[config.mk]
export PLATFORM = sky130hd
export DESIGN_NAME = fixed_normalizer
export DESIGN_NICKNAME = d
export VERILOG_FILES = /design/src/rtl/fixedfloat_pkg.sv /design/src/rtl/fixed_normalizer.sv
export SDC_FILE = /design/constraint.sdc
export NUM_CORES = 1
export LEC_CHECK = 0
export BUFFER_PORTS_ARGS = -buffer_cell sky130_fd_sc_hd__buf_2
export CAP_MARGIN = 25
export CORE_MARGIN = 5
export CORE_UTILIZATION = 45
export CTS_CLUSTER_DIAMETER = 80
export DETAILED_ROUTE_END_ITERATION = 8
export PLACE_DENSITY_LB_ADDON = 0.08
export SLEW_MARGIN = 5
export SYNTH_ARGS = -nofsm -noshare
export SYNTH_HDL_FRONTEND = slang
export SYNTH_SLANG_ARGS = --single-unit
[constraint.sdc]
create_clock -name clk -period 3.4 [get_ports clk]
set_input_delay 0.51 -clock clk [delete_from_list [all_inputs] [get_ports clk]]
set_output_delay 0.51 -clock clk [all_outputs]
set_load 0.03 [all_outputs]
[src/rtl/fixedfloat_pkg.sv]
// Shared constants and state encoding for the fixed-to-float converter stages.
// Used by fixed_normalizer and by the downstream packing stage.
// Contents: IEEE-754 single field widths, exponent bias, normalizer FSM states.
package fixedfloat_pkg;

  localparam int FLT_BIAS = 127;
  localparam int EXP_W    = 8;
  localparam int MANT_W   = 23;

  typedef enum logic [1:0] {
    IDLE = 2'd0,
    NORM = 2'd1,
    DONE = 2'd2
  } state_t;

endpackage

[src/rtl/fixed_normalizer.sv]
// Purpose: turns a signed fixed-point operand into sign / biased exponent / 23-bit mantissa.
// Latency: zero operand valid after the accept edge; nonzero after sh+1 edges (one left shift per cycle, max 32).
// Backpressure: result held in DONE until out_ready; in_ready is low outside IDLE, so no accept overlaps a result.
//
// Ports:
//   clk, rst                  clock, asynchronous active-low reset
//   in_valid/in_ready         operand handshake; in_value (two's complement), in_pos (fractional bits)
//   out_valid/out_ready       result handshake
//   out_sign/out_exp/out_mant sign, biased exponent, mantissa without hidden bit (truncated)
//   out_zero                  operand was zero
module fixed_normalizer
  import fixedfloat_pkg::*;
#(
  parameter int WIDTH = 32,
  parameter int POS_W = 5
) (
  input  logic              clk,
  input  logic              rst,
  input  logic              in_valid,
  output logic              in_ready,
  input  logic [WIDTH-1:0]  in_value,
  input  logic [POS_W-1:0]  in_pos,
  output logic              out_valid,
  input  logic              out_ready,
  output logic              out_sign,
  output logic [EXP_W-1:0]  out_exp,
  output logic [MANT_W-1:0] out_mant,
  output logic              out_zero
);

  state_t             state_q, state_d;
  logic               sign_q, sign_d;
  logic [WIDTH-1:0]   mag_q, mag_d;
  logic [POS_W-1:0]   pos_q, pos_d;
  logic [POS_W-1:0]   sh_q, sh_d;

  logic               out_sign_q, out_sign_d;
  logic [EXP_W-1:0]   out_exp_q, out_exp_d;
  logic [MANT_W-1:0]  out_mant_q, out_mant_d;
  logic               out_zero_q, out_zero_d;

  logic [WIDTH-1:0]   in_mag;

  // Most negative value negates to itself, which reads correctly as an unsigned magnitude.
  assign in_mag = in_value[WIDTH-1] ? (~in_value + 1'b1) : in_value;

  always_comb begin
    state_d    = state_q;
    sign_d     = sign_q;
    mag_d      = mag_q;
    pos_d      = pos_q;
    sh_d       = sh_q;
    out_sign_d = out_sign_q;
    out_exp_d  = out_exp_q;
    out_mant_d = out_mant_q;
    out_zero_d = out_zero_q;

    case (state_q)
      IDLE: begin
        if (in_valid) begin
          sign_d = in_value[WIDTH-1];
          mag_d  = in_mag;
          pos_d  = in_pos;
          sh_d   = '0;
          if (in_mag == '0) begin
            // Zero skips normalization entirely; result is ready right after the accept edge.
            state_d    = DONE;
            out_sign_d = 1'b0;
            out_exp_d  = '0;
            out_mant_d = '0;
            out_zero_d = 1'b1;
          end else begin
            state_d = NORM;
          end
        end
      end

      NORM: begin
        if (mag_q[WIDTH-1]) begin
          state_d    = DONE;
          out_sign_d = sign_q;
          // Exponent is formed 9 bits wide and truncated; range 96..158 never wraps.
          out_exp_d  = EXP_W'(9'(FLT_BIAS + WIDTH - 1) - 9'(pos_q) - 9'(sh_q));
          // Bits below the mantissa are dropped: truncation toward zero, no rounding.
          out_mant_d = mag_q[WIDTH-2 -: MANT_W];
          out_zero_d = 1'b0;
        end else begin
          mag_d = mag_q << 1;
          sh_d  = sh_q + 1'b1;
        end
      end

      DONE: begin
        if (out_ready) begin
          state_d = IDLE;
        end
      end

      default: begin
        state_d = IDLE;
      end
    endcase
  end

  always_ff @(posedge clk or negedge rst) begin
    if (!rst) begin
      state_q    <= IDLE;
      sign_q     <= 1'b0;
      mag_q      <= '0;
      pos_q      <= '0;
      sh_q       <= '0;
      out_sign_q <= 1'b0;
      out_exp_q  <= '0;
      out_mant_q <= '0;
      out_zero_q <= 1'b0;
    end else begin
      state_q    <= state_d;
      sign_q     <= sign_d;
      mag_q      <= mag_d;
      pos_q      <= pos_d;
      sh_q       <= sh_d;
      out_sign_q <= out_sign_d;
      out_exp_q  <= out_exp_d;
      out_mant_q <= out_mant_d;
      out_zero_q <= out_zero_d;
    end
  end

  assign in_ready  = (state_q == IDLE);
  assign out_valid = (state_q == DONE);
  assign out_sign  = out_sign_q;
  assign out_exp   = out_exp_q;
  assign out_mant  = out_mant_q;
  assign out_zero  = out_zero_q;

endmodule
# Word-level counts from Yosys, hierarchy flattened
# Index checks and enable logic that the tools add are counted.
[classes] addsub=4 n_eq_ne=7 n_mux=28 bitwise=1 n_reduce_logical=8
[op_table] op="32-bit 2-to-1 mux" n=3
[op_table] op="23-bit 2-to-1 mux" n=3
[op_table] op="32-bit case mux with 2 select lines" n=1
[op_table] op="23-bit case mux with 2 select lines" n=1
[op_table] op="32-bit by 1-bit adder with 32-bit output, second input constant" n=1
[op_table] op="32-bit zero test" n=1
[op_table] op="32-bit NOT" n=1
[op_table] op="8-bit 2-to-1 mux" n=3
[op_table] op="8-bit case mux with 2 select lines" n=1
[op_table] op="5-bit 2-to-1 mux" n=2
[op_table] op="5-bit case mux with 2 select lines" n=1
[op_table] op="2-bit 2-to-1 mux" n=4
[op_table] op="8-bit by 5-bit subtractor with 8-bit output" n=1
[op_table] op="8-bit by 5-bit subtractor with 8-bit output, first input constant" n=1
[op_table] op="1-bit 2-to-1 mux" n=6
[op_table] op="2-bit != test, second input constant" n=3
[op_table] op="2-bit case mux with 3 select lines" n=1
[op_table] op="3-bit AND reduction" n=2
[op_table] op="5-bit by 1-bit adder with 5-bit output, second input constant" n=1
[op_table] op="2-bit by 1-bit != test with 1-bit output, second input constant" n=2
[op_table] op="1-bit case mux with 2 select lines" n=2
[op_table] op="2-bit AND reduction" n=2
[op_table] op="4-bit AND reduction" n=1
[op_table] op="2-bit by 1-bit equality test with 1-bit output, second input constant" n=1
[op_table] op="other kinds (3)" n=3
[totals] reg_bits=78 input_bits=41 out_inout_bits=35 word_cells=58

# Depth between registers and ports, before layout
[logic_depth] word_depth=7 depth_mapped=11 ltp_nobuf=11

# Worst setup path after synthesis
# No wires, ideal clock.
[synth_path] kind="in2reg" start="input port in_value[0]" end="register out_exp_q[3], in the netlist out_exp[3]" setup_ns=0.138 arrival_ns=3.167 required_ns=3.262 slack_ns=0.095 path_stages=11 n_path_buf=1 cell_sequence="inv_1 -> ha_1 -> nor4b_4 -> nand4_4 -> o31ai_2 -> xnor2_1 -> or4_1 -> or4_4 -> nor3_4 -> buf_4 -> o22ai_1"
[synth_between] elab_chain_len=6
[synth_rtl] item="start: declaration" line="fixed_normalizer.sv:21" text="input logic [WIDTH-1:0] in_value,"
[synth_rtl] item="32-bit NOT" line="fixed_normalizer.sv:45" text="assign in_mag = in_value[WIDTH-1] ? (~in_value + 1'b1) : in_value;"
[synth_rtl] item="32-bit by 1-bit adder with 32-bit output" line="fixed_normalizer.sv:45"
[synth_rtl] item="32-bit 2-to-1 mux *" line="fixed_normalizer.sv:45"
[synth_rtl] item="32-bit zero test *" line="fixed_normalizer.sv:65" text="if (in_mag == '0) begin"
[synth_rtl] item="2-bit by 1-bit != test with 1-bit output (no line) *"
[synth_rtl] item="4-bit AND reduction (no line) *"
[synth_rtl] item="end signal: assignment" line="fixed_normalizer.sv:123" text="out_exp_q <= out_exp_d;"
[synth_rtl] item="end: declaration" line="fixed_normalizer.sv:38" text="logic [EXP_W-1:0] out_exp_q, out_exp_d;"
# Every way passes the cells marked *; elsewhere a longest branch is shown, timed or not.
# A chain may end at the register's enable or synchronous reset.

# Final worst setup path
# Same ends and word-level chain as after synthesis.

==> results.md <==
Pwr:
- The static leakage is roughly 2.6 nW.
- The power per cell area is 770 nW/um2.
- The proportion of total power due to net switching is 44.6%.
- The combinational share of power is slightly below 50%.
- IR analysis of the VDD net gives a maximum drop of 308 uV.
- In this run, flip-flops and latches consume a little under two fifths of the power.
- The clock network is responsible for 14.3% of the overall power.
- Summed over all nets, the switching power comes to 0.00195 W.
- The internal power contribution is 0.00242 W.

Logic synthesis:
- Synthesis produced a netlist with a net count of 608.
- After synthesis, the netlist uses 60 different library cells.
- In the synthesized netlist, the cells that appear most often are sky130_fd_sc_hd__nand2_1, sky130_fd_sc_hd__dfrtp_1, sky130_fd_sc_hd__o21ai_0.
- Sequential elements use approximately two fifths of the synthesized area.
- In this run, synthesis produced a sequential element count of 78.
- The share of flip-flops with an asynchronous set or reset is between 90% and 100%.
- The combined area of all synthesized cells is 4700 um2.
- Sorting the synthesized cells by area gives the leading types as sky130_fd_sc_hd__dfrtp_1, sky130_fd_sc_hd__nand2_1, sky130_fd_sc_hd__o21ai_0.
- The most frequent cell after synthesis is sky130_fd_sc_hd__nand2_1.
- The count of warnings emitted by yosys is 0.
- The synthesized design spends more area on one cell type than any other, namely sky130_fd_sc_hd__dfrtp_1.
- The number of enable flip-flop cells after synthesis is 0.
- The synthesized instance count is 554.
- The share of the synthesized area in the top cell type is 41.6%.
- The flip-flop cell with the highest count after synthesis is sky130_fd_sc_hd__dfrtp_1.
- The mean area per synthesized cell is 8.48 um2.

Global routing:
- The number of global-route vias before repair is 4221.
- Global routing used around a fifth of the available tracks across all layers.
- The initial antenna violation count was 0.
- The first-pass GRT wire length is 20900 um.
- The total overflow left after global routing is 0.
- Entering global routing, the biggest net connects 79 pins.

Drt:
- The residual DRC count is 0.
- The total via count in the routed design is 4300.
- The number of DRC violations after detailed-routing iteration 0 is 233.
- The number of iterations in the first detailed-routing pass is 4.
- The number of vias per cell is around 5.4.
- The total wire length after detailed routing is 12300 um.
- The count of nets left with antenna violations once routing finished came out at 0.
- The post-detailed-route wirelength per cell is 15.5 um.

Layout:
- The final layout contains just over 700 nets.
- In the final layout, the share of cells above drive strength 1 is 22.9%.
- The final cell utilization of the core is 55.5%.
- Relative to the synthesized area, the layout overhead comes to 20.9%.
- The finished layout holds 792 standard cells, fillers aside.
- 0 antenna diodes ended up in the layout.
- The number of inserted filler cells in the final layout is 1014.

Floorplanning:
- The number of core rows is 37.
- The die is 112 um wide.
- The full die area is about 13000 um2.
- The floorplan step set the die height to roughly 110 um.
- The starting utilization of the core area is 45.9%.
- The core region is around 10000 um2.
- The number of primary I/O pins is 76.

Clock network:
- TritonCTS built the clock tree.
- The number of buffers inserted by post-CTS setup repair is 0.
- CTS saw 78 sinks.
- The H-tree was split into 3 levels.
- The maximum buffer depth of the clock tree is 2.
- The root buffer cell is sky130_fd_sc_hd__clkbuf_8.
- The clock reaches the later pin of the worst-skew pair after 0.35 ns.
- In this run, post-CTS repair resized a total of 0 instances.
- The number of clock buffers added by TritonCTS is 9.
- After clock tree synthesis, the clock-pin slew on the worst setup and hold paths is 0.07 ns.

STA:
- The clock period could shrink to between 3 and 4 ns.
- Across the routed clock network, the largest skew measured is 0.00495 ns.
- Setup repair after global routing left no endpoint under its margin.
- The transition time at the pin with the least slew margin is 0.853 ns.
- The number of failing setup endpoints in the final timing report is 0.
- Dividing the final minimum period by the clock period gives 94.0%.
- The max-slew headroom at the worst pin is between 40% and 50%.
- The count of pins over their slew limit was 0.
- The final hold violation count is 0.
- The achievable frequency is ~310 MHz.

Place:
- The number of input and output port buffers inserted is 75.
- The number of cells in the design after placement is 776.
- The final RePlAce weighted congestion is 0.849.
- Detailed placement ended at an HPWL of 9020 um.

Critical path:
- The library cell appearing most often on the critical path is sky130_fd_sc_hd__o22ai_1.
- Walking the worst path, the cells encountered are buf_2, inv_1, ha_1, or4b_1, o31a_1, nor3_1, o22ai_1, or4_1, or4_4, nor3_4, buf_12, o22ai_1.
- The maximum single-stage delay on the critical path is 0.52 ns.
- STA classifies the critical path endpoint as a register.
- The dominant delay contributor by cell family on the critical path is simple AND/OR/NAND/NOR gates.
- The worst setup path is launched from an input port.
- The count of buffering cells on the critical path with inverters included is 3.
- The cell at the slowest stage of the critical path is sky130_fd_sc_hd__or4_4.
- At the worst endpoint, the arrival time is 3.41 ns.
- The maximum fanout along the worst path is 34.
- The required time of the critical path is between 3 and 4 ns.
- The kind of critical path is input port to register.

Hold path:
- In this run the worst hold path is classified as input port to register.

Run status:
- The run finished with clean final reports.

Job:
- The number of max-capacitance violations reported is 0.
## cell usage in the layout, fill, tap and decap left out, types with 9 or more instances in the layout
cell type | synthesis | layout
sky130_fd_sc_hd__buf_2 | 2 | 74
sky130_fd_sc_hd__a31oi_1 | 9 | 9
sky130_fd_sc_hd__nor3_1 | 12 | 12
sky130_fd_sc_hd__nor4_1 | 9 | 9
sky130_fd_sc_hd__buf_4 | 4 | 50
sky130_fd_sc_hd__o21ai_0 | 52 | 52
sky130_fd_sc_hd__inv_1 | 21 | 21
sky130_fd_sc_hd__a22oi_1 | 10 | 10
sky130_fd_sc_hd__o21ai_1 | 19 | 19
sky130_fd_sc_hd__dfrtp_1 | 78 | 78
sky130_fd_sc_hd__a21oi_1 | 19 | 19
sky130_fd_sc_hd__xnor2_1 | 29 | 29
sky130_fd_sc_hd__clkbuf_8 | 0 | 12
sky130_fd_sc_hd__nor2_1 | 31 | 31
sky130_fd_sc_hd__nand2_1 | 115 | 115
sky130_fd_sc_hd__ha_1 | 11 | 11
## tightest hold or removal path, stage by stage
cell	delay, ns
sky130_fd_sc_hd__buf_2	0.07
sky130_fd_sc_hd__nand2_1	0.03
sky130_fd_sc_hd__o21ai_0	0.06
## state kept, by name, indices dropped and copies added, names as in the netlist
| name | flops |
|---|---|
| mag_q | 32 |
| out_mant | 23 |
| out_exp | 8 |
| pos_q | 5 |
| sh_q | 5 |
| state_q | 2 |
| out_sign | 1 |
| out_zero | 1 |
| sign_q | 1 |
## routing by layer
| metal | wire length [um] | track usage (%) |
|---|---|---|
| met2 | 5520 | 31.0 |
| met4 | 165 | 5.53 |
| met3 | 529 | 3.23 |
| met5 | 0 | 0 |
| met1 | 6050 | 28.9 |
## through the flow
step                hold slack, ns  setup WS [ns]  setup TNS (ns)  total power, W  cell area, um2
detailed placement           0.476         -0.160           -4.29         0.00378            5470
floorplan                    0.214         0.0947               0         0.00311            4700
global placement             0.467         -0.117           -2.96         0.00372            5470
finish                       0.367          0.202               0         0.00437            5680
CTS                          0.345          0.215               0         0.00442            5640
global route                 0.373         0.0322               0         0.00475            5680
## final cells by class
type | count | area [um2] | share of cell area [%]
multi-input combinational | 416 | 2500 | 44.0
sequential | 78 | 1950 | 34.4
timing repair buffer | 127 | 803 | 14.1
tap | 136 | 170 | 3.00
clock buffer | 13 | 169 | 2.97
inverter | 21 | 78.8 | 1.39
clock inverter | 1 | 5.00 | 0.0881
## power by group through the flow
stage / Clock, W / Combinational (W) / Sequential, W
global route: 0.000679 / 0.00236 / 0.00171
CTS: 0.000645 / 0.00213 / 0.00165
detailed placement: 0 / 0.00212 / 0.00166
finish: 0.000624 / 0.00210 / 0.00164
floorplan: 0 / 0.00117 / 0.00193
global placement: 0 / 0.00208 / 0.00165
## timing repair
action	CTS	global route
hold buffers	0	1
endpoints found under the setup margin	0	0
hold endpoints to repair	0	7
## kinds of logic after synthesis
kind of cell	Yosys count	share of synthesized area, %
and+or+nand+nor	213	22.2
AOI/OAI and AO/OA	150	19.7
DFF	78	41.6
buffers and inverters	60	5.17
xor gates and xnor gates	35	6.53
adders and majority gates	13	3.78
muxes	5	1.09
## worst paths after layout
kind	startpoint	end	cells after the start	slack, ns
worst max-delay path	in_value[0]	out_exp[3]	12	0.20
worst min-delay path	in_pos[2]	pos_q[2]	3	0.37
worst max register to register	sh_q[1]	out_exp[5]	11	1.30
worst min register to register	sign_q	sign_q	2	0.48
max in group asynchronous	rst	out_mant[2]	3	2.31
min in group asynchronous	rst	out_exp[1]	2	0.52
Power figures use the tool's default switching activity.
